`src/rtl/dbg_apb_fabric.sv`:
```
// Debug-master to APB bridge: one outstanding transfer, address-decoded
// slave select, bounded ACCESS wait and a registered response channel.
//
// state  | meaning
// IDLE   | req_ready high, waiting for a request
// SETUP  | psel asserted, penable low (first APB phase)
// ACCESS | penable high, waiting for pready of the selected slave
// RESP   | rsp_valid high until the master takes the response
module dbg_apb_fabric #(
  parameter int ADDR_WIDTH  = 32,
  parameter int DATA_WIDTH  = 32,
  parameter int NR_SLAVES   = 4,
  parameter int REGION_BITS = 12,
  parameter int TIMEOUT     = 255
) (
  input  logic                    clk,
  input  logic                    rst_n,
  input  logic                    req_valid,
  output logic                    req_ready,
  input  logic [ADDR_WIDTH-1:0]   req_addr,
  input  logic                    req_write,
  input  logic [DATA_WIDTH-1:0]   req_wdata,
  input  logic [DATA_WIDTH/8-1:0] req_strb,
  output logic                    rsp_valid,
  input  logic                    rsp_ready,
  output logic [DATA_WIDTH-1:0]   rsp_rdata,
  output logic                    rsp_err,
  output logic [NR_SLAVES-1:0]    psel,
  output logic                    penable,
  output logic [ADDR_WIDTH-1:0]   paddr,
  output logic                    pwrite,
  output logic [DATA_WIDTH-1:0]   pwdata,
  output logic [DATA_WIDTH/8-1:0] pstrb,
  input  logic [NR_SLAVES-1:0]    pready,
  input  logic [NR_SLAVES-1:0]    pslverr,
  input  logic [DATA_WIDTH-1:0]   prdata [NR_SLAVES]
);

  localparam int SW = (NR_SLAVES > 1) ? $clog2(NR_SLAVES) : 1;
  localparam int CW = (TIMEOUT > 0) ? $clog2(TIMEOUT + 1) : 1;

  typedef enum logic [1:0] {
    ST_IDLE   = 2'd0,
    ST_SETUP  = 2'd1,
    ST_ACCESS = 2'd2,
    ST_RESP   = 2'd3
  } state_t;

  state_t                  state_q, state_nxt;
  logic [SW-1:0]           sel_idx_q, sel_idx_nxt;
  logic [CW-1:0]           wait_q, wait_nxt;
  logic [NR_SLAVES-1:0]    psel_nxt;
  logic                    penable_nxt, pwrite_nxt, rsp_valid_nxt, rsp_err_nxt;
  logic [ADDR_WIDTH-1:0]   paddr_nxt;
  logic [DATA_WIDTH-1:0]   pwdata_nxt, rsp_rdata_nxt;
  logic [DATA_WIDTH/8-1:0] pstrb_nxt;

  logic [ADDR_WIDTH-1:0]   region;
  logic                    hit;
  logic                    sel_ready;
  logic                    timeout_hit;

  assign region      = req_addr >> REGION_BITS;
  assign hit         = region < ADDR_WIDTH'(NR_SLAVES);
  assign sel_ready   = pready[sel_idx_q];
  assign timeout_hit = (TIMEOUT != 0) && (wait_q == CW'(TIMEOUT));
  assign req_ready   = (state_q == ST_IDLE);

  // State and registered outputs; reset discards any in-flight transfer
  always_ff @(posedge clk or negedge rst_n) begin
    if (!rst_n) begin
      state_q   <= ST_IDLE;
      sel_idx_q <= '0;
      wait_q    <= '0;
      psel      <= '0;
      penable   <= 1'b0;
      paddr     <= '0;
      pwrite    <= 1'b0;
      pwdata    <= '0;
      pstrb     <= '0;
      rsp_valid <= 1'b0;
      rsp_rdata <= '0;
      rsp_err   <= 1'b0;
    end else begin
      state_q   <= state_nxt;
      sel_idx_q <= sel_idx_nxt;
      wait_q    <= wait_nxt;
      psel      <= psel_nxt;
      penable   <= penable_nxt;
      paddr     <= paddr_nxt;
      pwrite    <= pwrite_nxt;
      pwdata    <= pwdata_nxt;
      pstrb     <= pstrb_nxt;
      rsp_valid <= rsp_valid_nxt;
      rsp_rdata <= rsp_rdata_nxt;
      rsp_err   <= rsp_err_nxt;
    end
  end

  // Next-state: completion has priority over the timeout abort
  always_comb begin
    state_nxt = state_q;
    case (state_q)
      ST_IDLE:   if (req_valid) state_nxt = hit ? ST_SETUP : ST_RESP;
      ST_SETUP:  state_nxt = ST_ACCESS;
      ST_ACCESS: if (sel_ready || timeout_hit) state_nxt = ST_RESP;
      ST_RESP:   if (rsp_ready) state_nxt = ST_IDLE;
      default:   state_nxt = ST_IDLE;
    endcase
  end

  // Next values of the registered outputs; defaults drop psel/penable/rsp_valid
  always_comb begin
    sel_idx_nxt   = sel_idx_q;
    wait_nxt      = wait_q;
    psel_nxt      = '0;
    penable_nxt   = 1'b0;
    paddr_nxt     = paddr;
    pwrite_nxt    = pwrite;
    pwdata_nxt    = pwdata;
    pstrb_nxt     = pstrb;
    rsp_valid_nxt = 1'b0;
    rsp_rdata_nxt = rsp_rdata;
    rsp_err_nxt   = rsp_err;
    case (state_q)
      ST_IDLE: begin
        if (req_valid) begin
          if (hit) begin
            sel_idx_nxt = SW'(region);
            psel_nxt    = NR_SLAVES'(1) << SW'(region);
            paddr_nxt   = req_addr;
            pwrite_nxt  = req_write;
            pwdata_nxt  = req_wdata;
            pstrb_nxt   = req_strb;
          end else begin
            rsp_valid_nxt = 1'b1;
            rsp_rdata_nxt = '0;
            rsp_err_nxt   = 1'b1;
          end
        end
      end
      ST_SETUP: begin
        psel_nxt    = psel;
        penable_nxt = 1'b1;
        wait_nxt    = '0;
      end
      ST_ACCESS: begin
        if (sel_ready) begin
          rsp_valid_nxt = 1'b1;
          rsp_rdata_nxt = pwrite ? '0 : prdata[sel_idx_q];
          rsp_err_nxt   = pslverr[sel_idx_q];
        end else if (timeout_hit) begin
          rsp_valid_nxt = 1'b1;
          rsp_rdata_nxt = '0;
          rsp_err_nxt   = 1'b1;
        end else begin
          psel_nxt    = psel;
          penable_nxt = 1'b1;
          wait_nxt    = (wait_q == CW'(TIMEOUT)) ? wait_q : wait_q + 1'b1;
        end
      end
      ST_RESP: begin
        if (!rsp_ready) rsp_valid_nxt = 1'b1;
      end
      default: begin
        sel_idx_nxt = '0;
        wait_nxt    = '0;
      end
    endcase
  end

endmodule

```
`config.mk`:
```
export PLATFORM = sky130hd
export DESIGN_NAME = dbg_apb_fabric
export DESIGN_NICKNAME = d
export VERILOG_FILES = /design/src/rtl/dbg_apb_fabric.sv
export SDC_FILE = /design/constraint.sdc
export NUM_CORES = 1
export LEC_CHECK = 0
export ABC_CLOCK_PERIOD_IN_PS = 3050
export CAP_MARGIN = 25
export CELL_PAD_IN_SITES_DETAIL_PLACEMENT = 0
export CELL_PAD_IN_SITES_GLOBAL_PLACEMENT = 2
export CORE_MARGIN = 3
export CORE_UTILIZATION = 24
export DETAILED_ROUTE_END_ITERATION = 12
export PLACE_DENSITY_LB_ADDON = 0.08
export SLEW_MARGIN = 0
export SYNTH_ARGS = -nofsm -noshare
export SYNTH_HDL_FRONTEND = slang
export SYNTH_SLANG_ARGS = --single-unit
```
`constraint.sdc`:
```
create_clock -name clk -period 3.05 [get_ports clk]
set_input_delay 0.4575 -clock clk [delete_from_list [all_inputs] [get_ports clk]]
set_output_delay 0.4575 -clock clk [all_outputs]
set_load 0.01 [all_outputs]
```
==> results by group, run 1 <==
Flow run
  • Total of max-cap violations: 0

Floorplanning
  • Total core area: 0.0230 mm2
  • Row cnt: 55
  • Die ar.: 0.0257 mm2
  • # IOs: 318
  • Initial core utilization: 0.248
  • Die width: 160 um
  • Die Ht: 160 um

Global route
  • Global route overflow: 0
  • Antenna violations before repair: 1
  • Largest net degree at the start of global routing: 75
  • Total track usage: 0.150
  • First-pass GRT wire length: 29,900 um
  • Vias in the first global route: 4,960

Clocking
  • Bufs on Longest Clock Path: 2
  • Clk sinks: 118
  • Clock-pin slew on the worst setup and hold paths: 0.06 ns
  • Post-cts sizing count: 0
  • Post-CTS setup buffer count: 0
  • H-tree levels: 4
  • Worst-Skew Late Latency: 0.42 ns
  • Root Buffer: clkbuf_16
  • Total CTS buffers: 17
  • Hold Buf Count CTS: 0
  • CTS tree: yes

Drt
  • Vias/cell: 4.34
  • DRC violations left: 0
  • Final wirelength: 19,000 um
  • Vias: 4,502
  • First-pass iteration count of the detailed router: 4
  • Drt initial violations: 164
  • Routed Antenna Nets: 0
  • DR WL/cell: 18.3 um

Synth
  • Top cells by area, synth: dfrtp_1 (52%), mux4_2 (13%), mux2_2 (11%)
  • Synth Flop Type: dfrtp_1
  • Yosys top cell by area: dfrtp_1
  • Synthesized area: 0.00571 mm2
  • Synth warn: 0
  • Commonest cells in the netlist: dfrtp_1 (118), mux2_2 (55), nor2b_1 (51)
  • Register area share after synthesis: 0.517
  • Share of the synthesized area in the top cell type: 0.517
  • Post-synth EDFFs: 0
  • Synth Register Bits: 118
  • Avg Cell Area, Syn: 14.6 um2
  • Count of cell types in the netlist: 31
  • Cells after Synth: 392
  • Synthesized net count: 606
  • Synth async-reset ratio: 1.00
  • Most frequent cell after synthesis: dfrtp_1

Power
  • Gate power share: 0.330
  • Lkg Pwr: 0.00421 uW
  • Worst VDD drop: 0.394 mV
  • Switching power: 1750 uW
  • Sequential share of power: 0.325
  • PwrDens: 620 mW/mm2
  • Net Sw Frac: 0.286
  • Cell Int Power: 4370 uW
  • Clock group share of total power: 0.345

Timing
  • Final setup fails: 0
  • Worst setup margin: 0.516 ns
  • Actual slew at the worst max-slew pin: 0.662 ns
  • Final worst-path cycle share: 0.831
  • Maximum clock rate: 395 MHz
  • Final Critical Period: 2.53 ns
  • Max-slew headroom: 0.559
  • Max Transition Viols Final: 0
  • Setup TNS: 0 ns
  • Skew final: 0.0124 ns
  • RSZ-0062 raised after global routing: false
  • Hold violation total from the final report: 0

Critical path
  • R2R setup slack: 0.61 ns
  • Worst Path Max Fanout: 35
  • Ordered list of cells on the worst path: buf_4 > clkdlybuf4s50_1
  • RR Startpoint: paddr[12]
  • CP max stage cell: clkdlybuf4s50_1
  • Kind of critical path: reg2out
  • Crit. End Element: primary output
  • Setup crit start: paddr[12]
  • Arr. time, crit path: 2.08 ns
  • CP Data Required Time: 2.59 ns
  • CP max stage delay: 0.72 ns
  • Worst r2r dst: rsp_rdata[7]
  • CP Launch Type: flip-flop
  • Worst Reg2Reg Path Length in Cells: 6

Layout
  • FILL cells: 2,147
  • Final cell count without fillers: 1,038
  • Fin nets: 925
  • Sequential Area: 0.00296 mm2
  • Area delta synth->final: 72.8%
  • Layout cells sized above 1: 0.227
  • Multi-input logic area: 0.00261 mm2

Worst hold path
  • Min-Delay Path Class: in2async

Outcome
  • Status: completed

Place
  • Post-DP HPWL: 14,400 um
  • Place WS: 0.195 ns
  • Routability Congestion: 0.778
  • PortBufs: 317
  • Placed insts: 1,005
cells in the final DEF, fill, tap and decap left out, types with 3 or more instances in the layout:
cell             count
a21oi_1              3
and3_1               3
buf_12               3
buf_4                5
bufinv_16            3
clkbuf_16           17
clkdlybuf4s50_1    316
dfrtp_1            116
ha_1                 5
inv_1                5
inv_6                5
mux2_2              55
mux2_4              30
mux4_2              34
nand2_1             14
nand2b_1             3
nand3b_1             3
nand4_1              3
nor2_1              13
nor2b_1             51
nor4_1               4
o21ai_0              8
xor2_1               4
power by group through the flow:
stage / registers (uW) / logic, uW / clock network (uW)
final: 1990 / 2020 / 2110
after global routing: 2020 / 2160 / 2240
after CTS: 1990 / 2050 / 2180
after detailed placement: 2010 / 2040 / 0
after global placement: 2000 / 2030 / 0
after floorplan: 2090 / 964 / 0
per-stage QoR:
stage | power [uW] | utilization | instance area (um2) | hold slack, ns
2_1_floorplan | 3060 | - | 5710 | 0.162
3_3_place_gp | 4040 | 0.402 | 9240 | 0.464
3_5_place_dp | 4060 | 0.402 | 9240 | 0.473
4_1_cts | 6220 | 0.429 | 9860 | 0.0621
5_1_grt | 6430 | 0.429 | 9860 | 0.0893
6_report | 6110 | 0.429 | 9860 | 0.0467
layer usage:
layer	vias to the layer above	part of all wire	GRT usage
met1	2242	0.39	0.173
met2	174	0.53	0.265
li1	2065	-	-
met5	-	0	0
met3	21	0.064	0.0480
met4	0	0.017	0.0477
sequential cells by signal (all words and copies together), names as in the netlist:
register and cells:
paddr 32, rsp_err 1, pstrb 4, pwrite 1, pwdata 32, rsp_rdata 32, penable 1, wait_q 8
psel 4, rsp_valid 1, state_q 2
cells by family after synthesis:
kind of cell	count (synthesis)	synth area share
AND/OR/NAND/NOR	100	0.0980
adder cells (fa/ha/maj)	5	0.0110
buffers and inverters	29	0.0265
flip-flops	118	0.517
XOR/XNOR	4	0.00614
AO/OA/AOI/OAI	17	0.0193
multiplexers	119	0.322
worst max-delay path by stage:
stage                    end  slack (ns)
4_1_cts            paddr[12]        0.37
2_1_floorplan   rsp_rdata[0]        0.61
5_1_grt            paddr[12]        0.32
3_3_place_gp   rsp_rdata[15]        0.22
3_5_place_dp    rsp_rdata[7]        0.19
6_report           paddr[12]        0.52
area by class of cell:
class / count / share of cell area
clock inverters: 13 / 0.0171
multi-input cells: 245 / 0.265
flip-flops and latches: 118 / 0.300
well taps: 313 / 0.0397
clock buffers: 19 / 0.0459
repair buffers: 324 / 0.331
inverters: 5 / 0.00190
diodes: 1 / 0.000254
worst max-delay path, delay by kind of cell (launching register included):
family | cells | cell delay (ns)
buf+inv | 2 | 1.27
flops | 1 | 0.40
(Power assumes the default switching activity.)
==> run 2: changes to the inputs <==
ABC_CLOCK_PERIOD_IN_PS = 2300   (was 3050)
CORE_UTILIZATION = 22   (was 24)
clock period = 2.3 ns   (was 3.05 ns; I/O delays follow)
==> results by group, run 2 (synthesis results as in run 1) <==
Place
  • Routability Congestion: 0.760
  • PortBufs: 317
  • Post-DP HPWL: 14,900 um
  • Placed Area: 0.00949 mm2
  • Placed insts: 1,041

Global route
  • First-pass GRT wire length: 29,700 um
  • Total track usage: 0.137
  • Vias in the first global route: 5,041
  • Global route overflow: 0
  • Largest net degree at the start of global routing: 42
  • Antenna violations before repair: 0

Timing
  • Max Transition Viols Final: 0
  • Skew final: 0.0147 ns
  • Maximum clock rate: 438 MHz
  • Final setup fails: 0
  • Final worst-path cycle share: 0.993
  • Actual slew at the worst max-slew pin: 0.596 ns
  • Max-slew headroom: 0.603
  • RSZ-0062 raised after global routing: true
  • Final Critical Period: 2.28 ns
  • Hold violation total from the final report: 0

Clocking
  • Bufs on Longest Clock Path: 2
  • Root Buffer: clkbuf_16
  • H-tree levels: 4
  • CTS tree: yes
  • Worst-Skew Late Latency: 0.41 ns
  • Clock-pin slew on the worst setup and hold paths: 0.06 ns
  • Total CTS buffers: 17
  • Clk sinks: 118

Critical path
  • CP Launch Type: flip-flop
  • Arr. time, crit path: 2.57 ns
  • RR Startpoint: paddr[12]
  • Worst Path Max Fanout: 27
  • CP Data Required Time: 2.59 ns
  • Worst Reg2Reg Path Length in Cells: 6
  • Worst r2r dst: rsp_rdata[16]
  • Kind of critical path: reg2reg
  • R2R setup slack: 0.02 ns
  • Crit. End Element: flip-flop

Drt
  • Routed Antenna Nets: 0
  • DRC violations left: 0
  • Final wirelength: 19,000 um
  • Vias/cell: 4.21
  • Vias: 4,526
  • DR WL/cell: 17.7 um
  • First-pass iteration count of the detailed router: 4
  • Drt initial violations: 166

Layout
  • Final Core Density: 0.399
  • FILL cells: 2,362
  • Commonest non-fill, non-tap cell in the layout: clkdlybuf4s50_1
  • Final cell count without fillers: 1,074
  • Area delta synth->final: 77.2%
  • Most frequent cells in the layout: clkdlybuf4s50_1 (316), dfrtp_1 (116), mux2_2 (55)
  • Post-Layout Inst Area: 0.0101 mm2
  • Fin nets: 945
  • Top flop regs: paddr (32), pwdata (32), rsp_rdata (32)
  • Antenna cells: 0
  • Layout cells sized above 1: 0.246

Floorplanning
  • # IOs: 318
  • Die width: 167 um
  • Row cnt: 58
  • Initial core utilization: 0.225
  • Die Ht: 167 um
  • Total core area: 0.0253 mm2
  • Die ar.: 0.0279 mm2

Power
  • Lkg Pwr: 0.00432 uW
  • PwrDens: 804 mW/mm2
  • Worst VDD drop: 0.445 mV

Flow run
  • Total of max-cap violations: 0

Worst hold path
  • Min-Delay Path Class: in2async

Outcome
  • Status: completed
-- run 2: layer usage --
layer / vias up / track usage / part of all wire
li1: 2095 / - / -
met1: 2266 / 0.160 / 0.39
met2: 152 / 0.247 / 0.54
met3: 13 / 0.0392 / 0.059
met4: 0 / 0.0377 / 0.013
met5: - / 0 / 0
-- run 2: critical path, stage by stage (launching register included) --
cell and delay, ns:
dfrtp_2 0.41, mux4_2 0.57, a311o_1 0.31, o21a_1 0.12, and3b_2 0.23, buf_12 0.18
mux2_4 0.32
-- run 2: worst max path at each step --
| stage | end | depth (start not counted) | startpoint |
|---|---|---|---|
| after floorplan | rsp_rdata[0] | 8 | paddr[12] |
| after global placement | rsp_rdata[12] | 7 | pready[3] |
| after detailed placement | rsp_rdata[9] | 7 | pready[2] |
| after CTS | rsp_rdata[16] | 6 | paddr[12] |
| after global routing | rsp_rdata[16] | 6 | paddr[12] |
| final | rsp_rdata[16] | 6 | paddr[12] |
-- run 2: final cells by class --
type                       count  area (um2)  area share
timing repair buffer         344        3510       0.347
sequential                   118        2960       0.292
tap                          330         413      0.0408
multi-input combinational    245        2610       0.258
clock inverter                12         140      0.0139
clock buffer                  20         467      0.0461
inverter                       5        18.8     0.00186
-- run 2: what timing repair did --
action / in CTS / in global routing
resized for setup: 3 / 0
hold endpoints to repair: 39 / 0
hold buffers: 1 / 0
endpoints found under the setup margin: 2 / 24
buffers inserted: 0 / 0
-- run 2: power by group --
part / switching [uW] / total (uW) / leakage [uW] / internal, uW
sequential: 208 / 2630 / 0.00162 / 2420
clock: 1020 / 2720 / 0.000290 / 1700
combinational: 1100 / 2790 / 0.00242 / 1690
-- run 2: per-stage QoR --
| step | TNS, ns | setup slack (ns) | hold WS (ns) | power, uW |
|---|---|---|---|---|
| after global routing | -0.468 | -0.0313 | 0.511 | 8570 |
| after detailed placement | -14.85 | -0.283 | 0.391 | 5480 |
| after floorplan | -2.79 | -0.0931 | 0.0494 | 4050 |
| final | 0 | 0.0156 | 0.469 | 8130 |
| after CTS | 0 | 0.00812 | 0.483 | 8270 |
| after global placement | -11.94 | -0.265 | 0.390 | 5460 |
==> run 3: changes to the inputs <==
ABC_CLOCK_PERIOD_IN_PS = 2400   (was 2300)
CORE_UTILIZATION = 24   (was 22)
clock period = 2.4 ns   (was 2.3 ns; I/O delays follow)
==> results by group, run 3 (synthesis results as in run 1) <==
Global route
  • Antenna violations before repair: 0
  • First-pass GRT wire length: 30,600 um
  • Largest net degree at the start of global routing: 60
  • Total track usage: 0.154
  • Global route overflow: 0
  • Vias in the first global route: 5,146

Floorplanning
  • Die width: 160 um
  • Die Ht: 160 um
  • Die ar.: 0.0257 mm2
  • Initial core utilization: 0.248
  • # IOs: 318
  • Total core area: 0.0230 mm2
  • Row cnt: 55

Place
  • Placed insts: 1,018
  • Post-DP HPWL: 15,300 um
  • Place WS: -0.236 ns
  • PortBufs: 317
  • Routability Congestion: 0.793

Critical path
  • Ordered list of cells on the worst path: mux4_2 > a311o_1 > o21a_1 > and3b_2 > buf_12 > mux2_4
  • Worst Path Max Fanout: 33
  • CP Data Required Time: 2.68 ns
  • R2R setup slack: 0.10 ns
  • Crit path buffers/inverters: 1
  • Worst r2r dst: rsp_rdata[13]
  • CP max stage delay: 0.56 ns
  • Crit. End Element: flip-flop
  • Kind of critical path: reg2reg
  • Top delay family on crit path: multiplexers
  • RR Startpoint: paddr[12]
  • Worst Reg2Reg Path Length in Cells: 6
  • CP max stage cell: mux4_2
  • Arr. time, crit path: 2.58 ns
  • CP Launch Type: flip-flop

Drt
  • First-pass iteration count of the detailed router: 5
  • Vias/cell: 4.35
  • Drt initial violations: 164
  • Met2 WL: 10,800 um
  • Routed Antenna Nets: 0
  • Met3 WL: 1130 um
  • Final wirelength: 19,500 um
  • Routed metal-1 wire length: 7430 um
  • DR top layer: met4
  • DR WL/cell: 18.6 um
  • Vias: 4,568
  • DRC violations left: 0

Power
  • Sequential share of power: 0.326
  • PwrDens: 776 mW/mm2
  • Worst VDD drop: 0.575 mV
  • Net Sw Frac: 0.287
  • Lkg Pwr: 0.00427 uW
  • Switching power: 2220 uW
  • Gate power share: 0.339
  • Cell Int Power: 5520 uW
  • Clock group share of total power: 0.335

Clocking
  • Worst-Skew Late Latency: 0.41 ns
  • Clk sinks: 118
  • Bufs on Longest Clock Path: 2
  • H-tree levels: 4
  • Total CTS buffers: 17
  • Clock-pin slew on the worst setup and hold paths: 0.06 ns
  • CTS tree: yes
  • Root Buffer: clkbuf_16

Timing
  • Final Critical Period: 2.30 ns
  • Max Transition Viols Final: 0
  • Skew final: 0.0110 ns
  • Final hold slack: 0.443 ns
  • Worst setup margin: 0.104 ns
  • Final worst-path cycle share: 0.957
  • Final setup fails: 0
  • Setup TNS: 0 ns
  • Hold violation total from the final report: 0
  • Actual slew at the worst max-slew pin: 0.518 ns
  • Max-slew headroom: 0.655
  • RSZ-0062 raised after global routing: false
  • Maximum clock rate: 436 MHz

Layout
  • Fin nets: 939
  • FILL cells: 2,150
  • Layout cells sized above 1: 0.238
  • Most frequent cells in the layout: clkdlybuf4s50_1 (316), dfrtp_1 (116), mux2_2 (55)
  • Antenna cells: 0
  • Top flop regs: paddr (32), pwdata (32), rsp_rdata (32)
  • Commonest non-fill, non-tap cell in the layout: clkdlybuf4s50_1
  • Final Core Density: 0.434
  • Area delta synth->final: 74.8%
  • Final cell count without fillers: 1,051

Flow run
  • Total of max-cap violations: 0

Outcome
  • Status: completed

Worst hold path
  • Min-Delay Path Class: in2async
## run 3: how the worst max path moves through the flow
stage	from	endpoint	slack (ns)	cells after the start
final	paddr[12]	rsp_rdata[13]	0.10	6
after global routing	state_q[0]	rsp_rdata[13]	0.02	8
after CTS	paddr[13]	paddr[13]	0.06	2
after detailed placement	pready[3]	rsp_rdata[17]	-0.24	7
after global placement	pready[3]	rsp_rdata[13]	-0.22	7
after floorplan	paddr[12]	rsp_rdata[0]	0.007	8
## run 3: routing by layer
| layer | vias to the layer above | GRT usage |
|---|---|---|
| met4 | 0 | 0.0391 |
| li1 | 2087 | - |
| met1 | 2302 | 0.170 |
| met3 | 15 | 0.0441 |
| met2 | 164 | 0.289 |
| met5 | - | 0 |
## run 3: area by class of cell
type	instances	area, um2	area share
flip-flops and latches	118	2960	0.296
clock buffers	18	429	0.0430
repair buffers	338	3400	0.341
multi-input cells	245	2610	0.262
well taps	313	392	0.0393
clock inverters	14	175	0.0176
inverters	5	18.8	0.00188
## run 3: timing repair
action / CTS / global route
gates resized for setup: 1 / 0
hold endpoints to repair: 29 / 0
hold buffers: 1 / 0
endpoints found under the setup margin: 1 / 0
setup buffers: 0 / 0
## run 3: power by group through the flow
| stage | clock network, uW | logic [uW] | registers, uW |
|---|---|---|---|
| floorplan | 0 | 1230 | 2660 |
| global placement | 0 | 2630 | 2550 |
| detailed placement | 0 | 2660 | 2560 |
| CTS | 2680 | 2670 | 2530 |
| global route | 2780 | 2810 | 2570 |
| finish | 2590 | 2620 | 2520 |
## run 3: worst reg2reg max path, stage by stage (launching register included)
cell     delay, ns
dfrtp_2       0.40
mux4_2        0.56
a311o_1       0.32
o21a_1        0.13
and3b_2       0.22
buf_12        0.18
mux2_4        0.37
## run 3: through the flow
stage	power (uW)	area [um2]
after floorplan	3880	5710
after global placement	5180	9360
after detailed placement	5220	9360
after CTS	7880	9980
after global routing	8160	9980
final	7740	9980
